--- config.mk ---
export PLATFORM = sky130hd
export DESIGN_NAME = mem_arbiter_flat
export DESIGN_NICKNAME = d
export VERILOG_FILES = /design/src/rtl/mem_arbiter_if.sv /design/src/rtl/mem_arbiter.sv /design/src/flat_wrapper.sv
export SDC_FILE = /design/constraint.sdc
export NUM_CORES = 1
export LEC_CHECK = 0
export BUFFER_PORTS_ARGS = -buffer_cell sky130_fd_sc_hd__buf_4
export CAP_MARGIN = 5
export CORE_AREA = 2 2 338 340
export DETAILED_ROUTE_END_ITERATION = 8
export DIE_AREA = 0 0 340 342
export HOLD_SLACK_MARGIN = 0.15
export PLACE_DENSITY = 0.3
export SYNTH_ARGS = -nofsm -noshare
export SYNTH_HDL_FRONTEND = slang
export SYNTH_SLANG_ARGS = --single-unit
--- constraint.sdc ---
create_clock -name clk -period 4.1 [get_ports clk]
set_clock_uncertainty 0.1 [all_clocks]
set_input_delay 0.41 -clock clk [delete_from_list [all_inputs] [get_ports clk]]
set_output_delay 0.41 -clock clk [all_outputs]
set_load 0.01 [all_outputs]
--- src/rtl/mem_arbiter_if.sv ---
// Bus bundle between the two caches, the arbiter and the shared slow memory.
// The slave modport is the arbiter's view; the master modport is the view of
// the surrounding caches and memory that drive the arbiter.
interface mem_arbiter_if #(
   parameter int ADDR_W = 28,
   parameter int DATA_W = 128
);
   logic              mem_read_I;
   logic              mem_write_I;
   logic [ADDR_W-1:0] mem_addr_I;
   logic [DATA_W-1:0] mem_wdata_I;
   logic [DATA_W-1:0] mem_rdata_I;
   logic              mem_ready_I;

   logic              mem_read_D;
   logic              mem_write_D;
   logic [ADDR_W-1:0] mem_addr_D;
   logic [DATA_W-1:0] mem_wdata_D;
   logic [DATA_W-1:0] mem_rdata_D;
   logic              mem_ready_D;

   logic              mem_read;
   logic              mem_write;
   logic [ADDR_W-1:0] mem_addr;
   logic [DATA_W-1:0] mem_wdata;
   logic [DATA_W-1:0] mem_rdata;
   logic              mem_ready;

   modport slave (
      input  mem_read_I, mem_write_I, mem_addr_I, mem_wdata_I,
      output mem_rdata_I, mem_ready_I,
      input  mem_read_D, mem_write_D, mem_addr_D, mem_wdata_D,
      output mem_rdata_D, mem_ready_D,
      output mem_read, mem_write, mem_addr, mem_wdata,
      input  mem_rdata, mem_ready
   );

   modport master (
      output mem_read_I, mem_write_I, mem_addr_I, mem_wdata_I,
      input  mem_rdata_I, mem_ready_I,
      output mem_read_D, mem_write_D, mem_addr_D, mem_wdata_D,
      input  mem_rdata_D, mem_ready_D,
      input  mem_read, mem_write, mem_addr, mem_wdata,
      output mem_rdata, mem_ready
   );
endinterface

--- src/rtl/mem_arbiter.sv ---
// Round-robin arbiter sharing one slow memory port between the I-cache and
// the D-cache. A granted cache is connected straight through to the memory
// until mem_ready, then a one-cycle RELEASE lets it drop its request so the
// same request is never served twice.
module mem_arbiter #(
   parameter int ADDR_W = 28,
   parameter int DATA_W = 128
) (
   input  logic          clk,
   input  logic          rst_n,
   mem_arbiter_if.slave  bus
);

   typedef enum logic [1:0] {
      IDLE    = 2'd0,
      GNT_I   = 2'd1,
      GNT_D   = 2'd2,
      RELEASE = 2'd3
   } state_t;

   localparam logic LAST_I = 1'b0;
   localparam logic LAST_D = 1'b1;

   state_t state;
   state_t next_state;
   logic   last_gnt;
   logic   pend_I;
   logic   pend_D;

   assign pend_I = bus.mem_read_I | bus.mem_write_I;
   assign pend_D = bus.mem_read_D | bus.mem_write_D;

   // Read data is broadcast to both caches; only the ready qualifies it.
   assign bus.mem_rdata_I = bus.mem_rdata;
   assign bus.mem_rdata_D = bus.mem_rdata;

   // State register; the round-robin bit records who was granted last.
   always_ff @(posedge clk) begin
      if (!rst_n) begin
         state    <= IDLE;
         last_gnt <= LAST_I;
      end else begin
         state <= next_state;
         if (state == IDLE && next_state == GNT_I) begin
            last_gnt <= LAST_I;
         end else if (state == IDLE && next_state == GNT_D) begin
            last_gnt <= LAST_D;
         end
      end
   end

   // Next-state: arbitrate only in IDLE, hold a grant until ready or withdrawal.
   always_comb begin
      next_state = state;
      case (state)
         IDLE: begin
            if (pend_I && pend_D) begin
               next_state = (last_gnt == LAST_I) ? GNT_D : GNT_I;
            end else if (pend_I) begin
               next_state = GNT_I;
            end else if (pend_D) begin
               next_state = GNT_D;
            end
         end
         GNT_I: begin
            if (bus.mem_ready) begin
               next_state = RELEASE;
            end else if (!pend_I) begin
               next_state = IDLE;
            end
         end
         GNT_D: begin
            if (bus.mem_ready) begin
               next_state = RELEASE;
            end else if (!pend_D) begin
               next_state = IDLE;
            end
         end
         RELEASE: next_state = IDLE;
         default: next_state = IDLE;
      endcase
   end

   // Outputs: route the granted cache to memory, quiet bus otherwise and in reset.
   always_comb begin
      bus.mem_read    = 1'b0;
      bus.mem_write   = 1'b0;
      bus.mem_addr    = {ADDR_W{1'b0}};
      bus.mem_wdata   = {DATA_W{1'b0}};
      bus.mem_ready_I = 1'b0;
      bus.mem_ready_D = 1'b0;
      if (rst_n) begin
         case (state)
            GNT_I: begin
               bus.mem_read    = bus.mem_read_I;
               bus.mem_write   = bus.mem_write_I;
               bus.mem_addr    = bus.mem_addr_I;
               bus.mem_wdata   = bus.mem_wdata_I;
               bus.mem_ready_I = bus.mem_ready;
            end
            GNT_D: begin
               bus.mem_read    = bus.mem_read_D;
               bus.mem_write   = bus.mem_write_D;
               bus.mem_addr    = bus.mem_addr_D;
               bus.mem_wdata   = bus.mem_wdata_D;
               bus.mem_ready_D = bus.mem_ready;
            end
            default: begin
               bus.mem_read = 1'b0;
            end
         endcase
      end
   end

endmodule

--- src/flat_wrapper.sv ---
// flat-port wrapper written by rule: the top's interface ports become plain ports
module mem_arbiter_flat 
#(
   parameter int ADDR_W = 28,
   parameter int DATA_W = 128
)
  (clk, rst_n, bus_mem_read_I, bus_mem_write_I, bus_mem_addr_I, bus_mem_wdata_I, bus_mem_rdata_I, bus_mem_ready_I, bus_mem_read_D, bus_mem_write_D, bus_mem_addr_D, bus_mem_wdata_D, bus_mem_rdata_D, bus_mem_ready_D, bus_mem_read, bus_mem_write, bus_mem_addr, bus_mem_wdata, bus_mem_rdata, bus_mem_ready);
  mem_arbiter_if #(.ADDR_W(ADDR_W), .DATA_W(DATA_W)) bus_i ();
  input  logic clk;
  input  logic rst_n;
  input wire logic [$bits(bus_i.mem_read_I)-1:0] bus_mem_read_I;
  input wire logic [$bits(bus_i.mem_write_I)-1:0] bus_mem_write_I;
  input wire logic [$bits(bus_i.mem_addr_I)-1:0] bus_mem_addr_I;
  input wire logic [$bits(bus_i.mem_wdata_I)-1:0] bus_mem_wdata_I;
  output wire logic [$bits(bus_i.mem_rdata_I)-1:0] bus_mem_rdata_I;
  output wire logic [$bits(bus_i.mem_ready_I)-1:0] bus_mem_ready_I;
  input wire logic [$bits(bus_i.mem_read_D)-1:0] bus_mem_read_D;
  input wire logic [$bits(bus_i.mem_write_D)-1:0] bus_mem_write_D;
  input wire logic [$bits(bus_i.mem_addr_D)-1:0] bus_mem_addr_D;
  input wire logic [$bits(bus_i.mem_wdata_D)-1:0] bus_mem_wdata_D;
  output wire logic [$bits(bus_i.mem_rdata_D)-1:0] bus_mem_rdata_D;
  output wire logic [$bits(bus_i.mem_ready_D)-1:0] bus_mem_ready_D;
  output wire logic [$bits(bus_i.mem_read)-1:0] bus_mem_read;
  output wire logic [$bits(bus_i.mem_write)-1:0] bus_mem_write;
  output wire logic [$bits(bus_i.mem_addr)-1:0] bus_mem_addr;
  output wire logic [$bits(bus_i.mem_wdata)-1:0] bus_mem_wdata;
  input wire logic [$bits(bus_i.mem_rdata)-1:0] bus_mem_rdata;
  input wire logic [$bits(bus_i.mem_ready)-1:0] bus_mem_ready;
  assign bus_i.mem_read_I = bus_mem_read_I;
  assign bus_i.mem_write_I = bus_mem_write_I;
  assign bus_i.mem_addr_I = bus_mem_addr_I;
  assign bus_i.mem_wdata_I = bus_mem_wdata_I;
  assign bus_mem_rdata_I = bus_i.mem_rdata_I;
  assign bus_mem_ready_I = bus_i.mem_ready_I;
  assign bus_i.mem_read_D = bus_mem_read_D;
  assign bus_i.mem_write_D = bus_mem_write_D;
  assign bus_i.mem_addr_D = bus_mem_addr_D;
  assign bus_i.mem_wdata_D = bus_mem_wdata_D;
  assign bus_mem_rdata_D = bus_i.mem_rdata_D;
  assign bus_mem_ready_D = bus_i.mem_ready_D;
  assign bus_mem_read = bus_i.mem_read;
  assign bus_mem_write = bus_i.mem_write;
  assign bus_mem_addr = bus_i.mem_addr;
  assign bus_mem_wdata = bus_i.mem_wdata;
  assign bus_i.mem_rdata = bus_mem_rdata;
  assign bus_i.mem_ready = bus_mem_ready;
  mem_arbiter #(.ADDR_W(ADDR_W), .DATA_W(DATA_W)) u_core (.clk(clk), .rst_n(rst_n), .bus(bus_i));
endmodule
== Yosys cells after proc, flatten, opt, wreduce, memory -nomap -nowiden ==
Cells that the tools add are included.
Storage, ports and cells
  bits of input ports: 447
  flip-flop bits (word level): 3
  logic and storage cells: 36
  output and inout port bits: 416
Cells by class
  bitwise gates (word level): 3
  reduce and logical (&&, ||, !) cells: 5
  equality and inequality tests: 5
  muxes and demuxes: 21
Operator list (number)
  case mux 128 bit (2 select lines): 1
  2-to-1 mux 128 bit: 1
  case mux 28 bit (2 select lines): 1
  2-to-1 mux 28 bit: 1
  2-to-1 mux 2 bit: 8
  case mux 2 bit (4 select lines): 1
  equality test 2 bit (second input constant): 3
  2-to-1 mux 1 bit: 6
  equality test 2 x 1 -> 1 bit (second input constant): 2
  case mux 1 bit (2 select lines): 2
  logical AND 1 bit: 3
  zero test 2 bit: 1
  OR 1 bit: 2
  OR reduction 2 bit: 1
  inverter 1 bit: 1

== Logic depth before layout (Yosys ltp) ==
  depth after elaboration: 8
  gate-level depth with buffers: 7
  mapped depth without buffers: 5

== Worst setup path after synthesis ==
No wires, ideal clock.
  path kind: reg2out
  start point: register u_core.state[0]
  end point: output bus_mem_wdata[100]
  required time: 3.590 ns
  stages on the path, launching flop included: 7
  arrival time: 1.331 ns
  slack: 2.259 ns
  buffers on the path: 2
  cells stage by stage: dfxtp_1 -> inv_1 -> ha_1 -> nand2_1 -> buf_4 -> clkbuf_1 -> nor2_1
On the way
  cells in the longest elaborated chain, start to end: 3
  elaborated cells between the ends (all ways): 4
  those cells by class: eq/ne: 2; mux: 2
RTL lines
  from (decl): RTL line mem_arbiter.sv:24  | state_t state;
  from (signal assigned): RTL line mem_arbiter.sv:43  | state <= next_state;
  equality test 2 bit / equality test 2 x 1 -> 1 bit (equally long branches): RTL line mem_arbiter.sv:93  | case (state)
  case mux 128 bit (2 select lines) (*): RTL line mem_arbiter.sv:93
  2-to-1 mux 128 bit (*): RTL line mem_arbiter.sv:92  | if (rst_n) begin
  to (decl): RTL line flat_wrapper.sv:26  | output wire logic [$bits(bus_i.mem_wdata)-1:0] bus_mem_wdata;
Mark *: on every way between the ends. The rest lies on a longest branch, timed or not.

== Final worst setup path ==
  start point: register u_core.state[0]
  end point: output bus_mem_wdata[29]
The elaborated chain is that of the path after synthesis.

==> impl_metrics.csv <==
group,metric,value,unit
synth,synthCells,657,
sta,setup_viol,0,
clocking,post_cts_resized,0,
global_route,overflow,0,
routing,dr.pass1.iters,4,
synth,netlist_area,4210,um2
layout,final_core_util,6.88,%
sta,fin_setup_tns,0,ns
setup_path,critPathKind,"flop to primary output",
die,die_y,342,um
global_route,grt_pass1_vias,5671,
die,die_area,116000,um2
synth,ys_ff_latch,3,
flow_run,cap_viol_max_count,0,
power_and_ir_drop,power_density,338,nW/um2
min_path,hold_class,"input pin to flop",
die,rows,124,
clocking,cts_setup_buffers,0,
setup_path,end_kind,"primary output",
routing,avgRoutedWirePerCell,20.7,um
sta,tightest_slew,0.675,ns
global_route,grt_use_total,7.85,%
layout,final_common_cell,"buf_4",
die,initial_core_util,3.72,%
routing,wirelength,48600,um
outcome,status,"finished clean",
routing,drtIter0Drc,256,
clocking,numCtsBuffers,3,
clocking,cts_hold_buf,0,
layout,nNetsFinal,1290,
clocking,clkTransAtPathRegs,0.03,ns
layout,register_area,60.1,um2
setup_path,arrival,2.40,ns
setup_path,startpoint_type,"flop",
sta,rsz0062_at_grt,"false",
clocking,clk_latency,0.22,ns
die,die_w,340,um
clocking,cts_max_level,1,
global_route,grt_pass1_wl,59700,um
sta,max_freq,0.344,GHz
synth,ys_seq_area_share,1.43,%
routing,routed-via-count,5542,
sta,setup_ws,1.19,ns
global_route,antenna_found_initial,23,
clocking,cts_root_buf,"clkbuf_16",
placement,io_buffers,478,
power_and_ir_drop,power_leakage,3.02,nW
sta,post-route-min-period,2.91,ns
sta,hold_violations,0,
placement,gp_congestion,0.768,
layout,nFillCells,13400,
sta,period_share,70.9,%
placement,dp_slack,1.18,ns
synth,syn_nets,1107,
layout,syn2layout_area_growth,85.0,%
sta,slew_headroom,55.0,%
synth,yosysUniqueCellTypes,22,
synth,syn_area_per_cell,6.40,um2
setup_path,worstPathRequired,3.59,ns
layout,multi_input_area,1990,um2
routing,route.detailed.drc,0,
clocking,clock_path_buffers,2,
sta,slew_viol_final,0,
synth,yosys_warnings,0,
layout,final_cell_mix,"buf_4 (480), nor2_1 (160), a22oi_1 (158), buf_12 (7), inv_1 (4)",
global_route,grt_start_max_net_pins,83,
die,io_pins,863,
power_and_ir_drop,peakVddDrop,0.260,mV
setup_path,crit_fanout,56,
layout,layout-drive-gt1-share,59.0,%
clocking,cts_tree,"yes",
clocking,cts.sinks,3,
layout,stdcell_area,7780,um2
placement,place_area,7700,um2
placement,dpl.hpwl,43500,um
routing,via_per_inst,2.35,
routing,ant_nets,0,
die,coreArea,113000,um2
setup_path,r2r_slack,2.19,ns
[critical path, stage by stage (launching register included)]
cell and delay [ns]:
dfxtp_1 0.41, inv_1 0.13, ha_4 0.32, buf_12 0.24, a22oi_1 0.63, nor2_1 0.13
buf_4 0.19
[cell families (layout without fill, tap and decap cells)]
group	count (synthesis)	count (layout)	share of synthesized area, %
other	0	3	0
flip-flops	3	3	1.43
AO/OA/AOI/OAI	171	171	30.4
buffers and inverters	313	495	52.1
AND/OR/NAND/NOR	167	167	15.2
adder cells (fa/ha/maj)	3	3	0.892
[Yosys cell counts, drive strengths merged]
cell type	n	area (um2)
dfxtp	3	60.1
o211a	1	10.0
a22oi	158	1190
ha	3	37.5
o21ai	3	15.0
o21a	3	23.8
buf	296	2130
a221oi	1	8.76
a21oi	2	10.0
or3	1	7.51
and3	2	12.5
a211oi	2	15.0
inv	4	15.0
nand2	2	7.51
o32ai	1	8.76
clkbuf	13	48.8
nor3	1	5.00
nor2	160	601
or2	1	6.26
[routing by layer]
layer  up-vias  part of all wire [%]  global-route usage (%)
li1       2371                     -                       -
met3       154                    10                    3.20
met2       504                    41                    11.3
met1      2511                    45                    10.5
met5         -                  0.31                   0.899
met4         2                   3.6                    2.37
[cell type report]
| class | count | area share [%] |
|---|---|---|
| inverters | 4 | 0.193 |
| diodes | 3 | 0.0964 |
| multi-input cells | 341 | 25.5 |
| well taps | 1512 | 24.3 |
| repair buffers | 487 | 48.1 |
| clock buffers | 4 | 1.01 |
| flip-flops and latches | 3 | 0.772 |
[state kept, by name, summed over array words and instances (netlist names)]
| register | flops |
|---|---|
| u_core.last_gnt | 1 |
| u_core.state | 2 |
[through the flow]
step | power, mW | cells | hold slack [ns]
2_1_floorplan | 1.56 | 657 | 0.382
4_1_cts | 2.71 | 2351 | 0.409
5_1_grt | 2.88 | 2351 | 0.448
6_report | 2.63 | 2354 | 0.405
3_5_place_dp | 2.55 | 2347 | 0.412
3_3_place_gp | 2.56 | 2347 | 0.436
[power breakdown]
group | switching (mW) | internal (mW) | total (mW)
logic | 1.44 | 0.978 | 2.42
registers | 0.0165 | 0.0425 | 0.0590
clock network | 0.0267 | 0.128 | 0.155
total | 1.48 | 1.15 | 2.63
[final timing paths]
path | startpoint | endpoint | cells after the start
hold reg to reg | u_core.last_gnt$_SDFFE_PP0P_ | u_core.last_gnt$_SDFFE_PP0P_ | 2
setup reg to reg | u_core.state[0]$_SDFF_PN0_ | u_core.state[1]$_SDFF_PN0_ | 6
setup / recovery | u_core.state[0]$_SDFF_PN0_ | bus_mem_wdata[29] | 6
hold / removal | rst_n | u_core.last_gnt$_SDFFE_PP0P_ | 3
(Power assumes the default switching activity.)
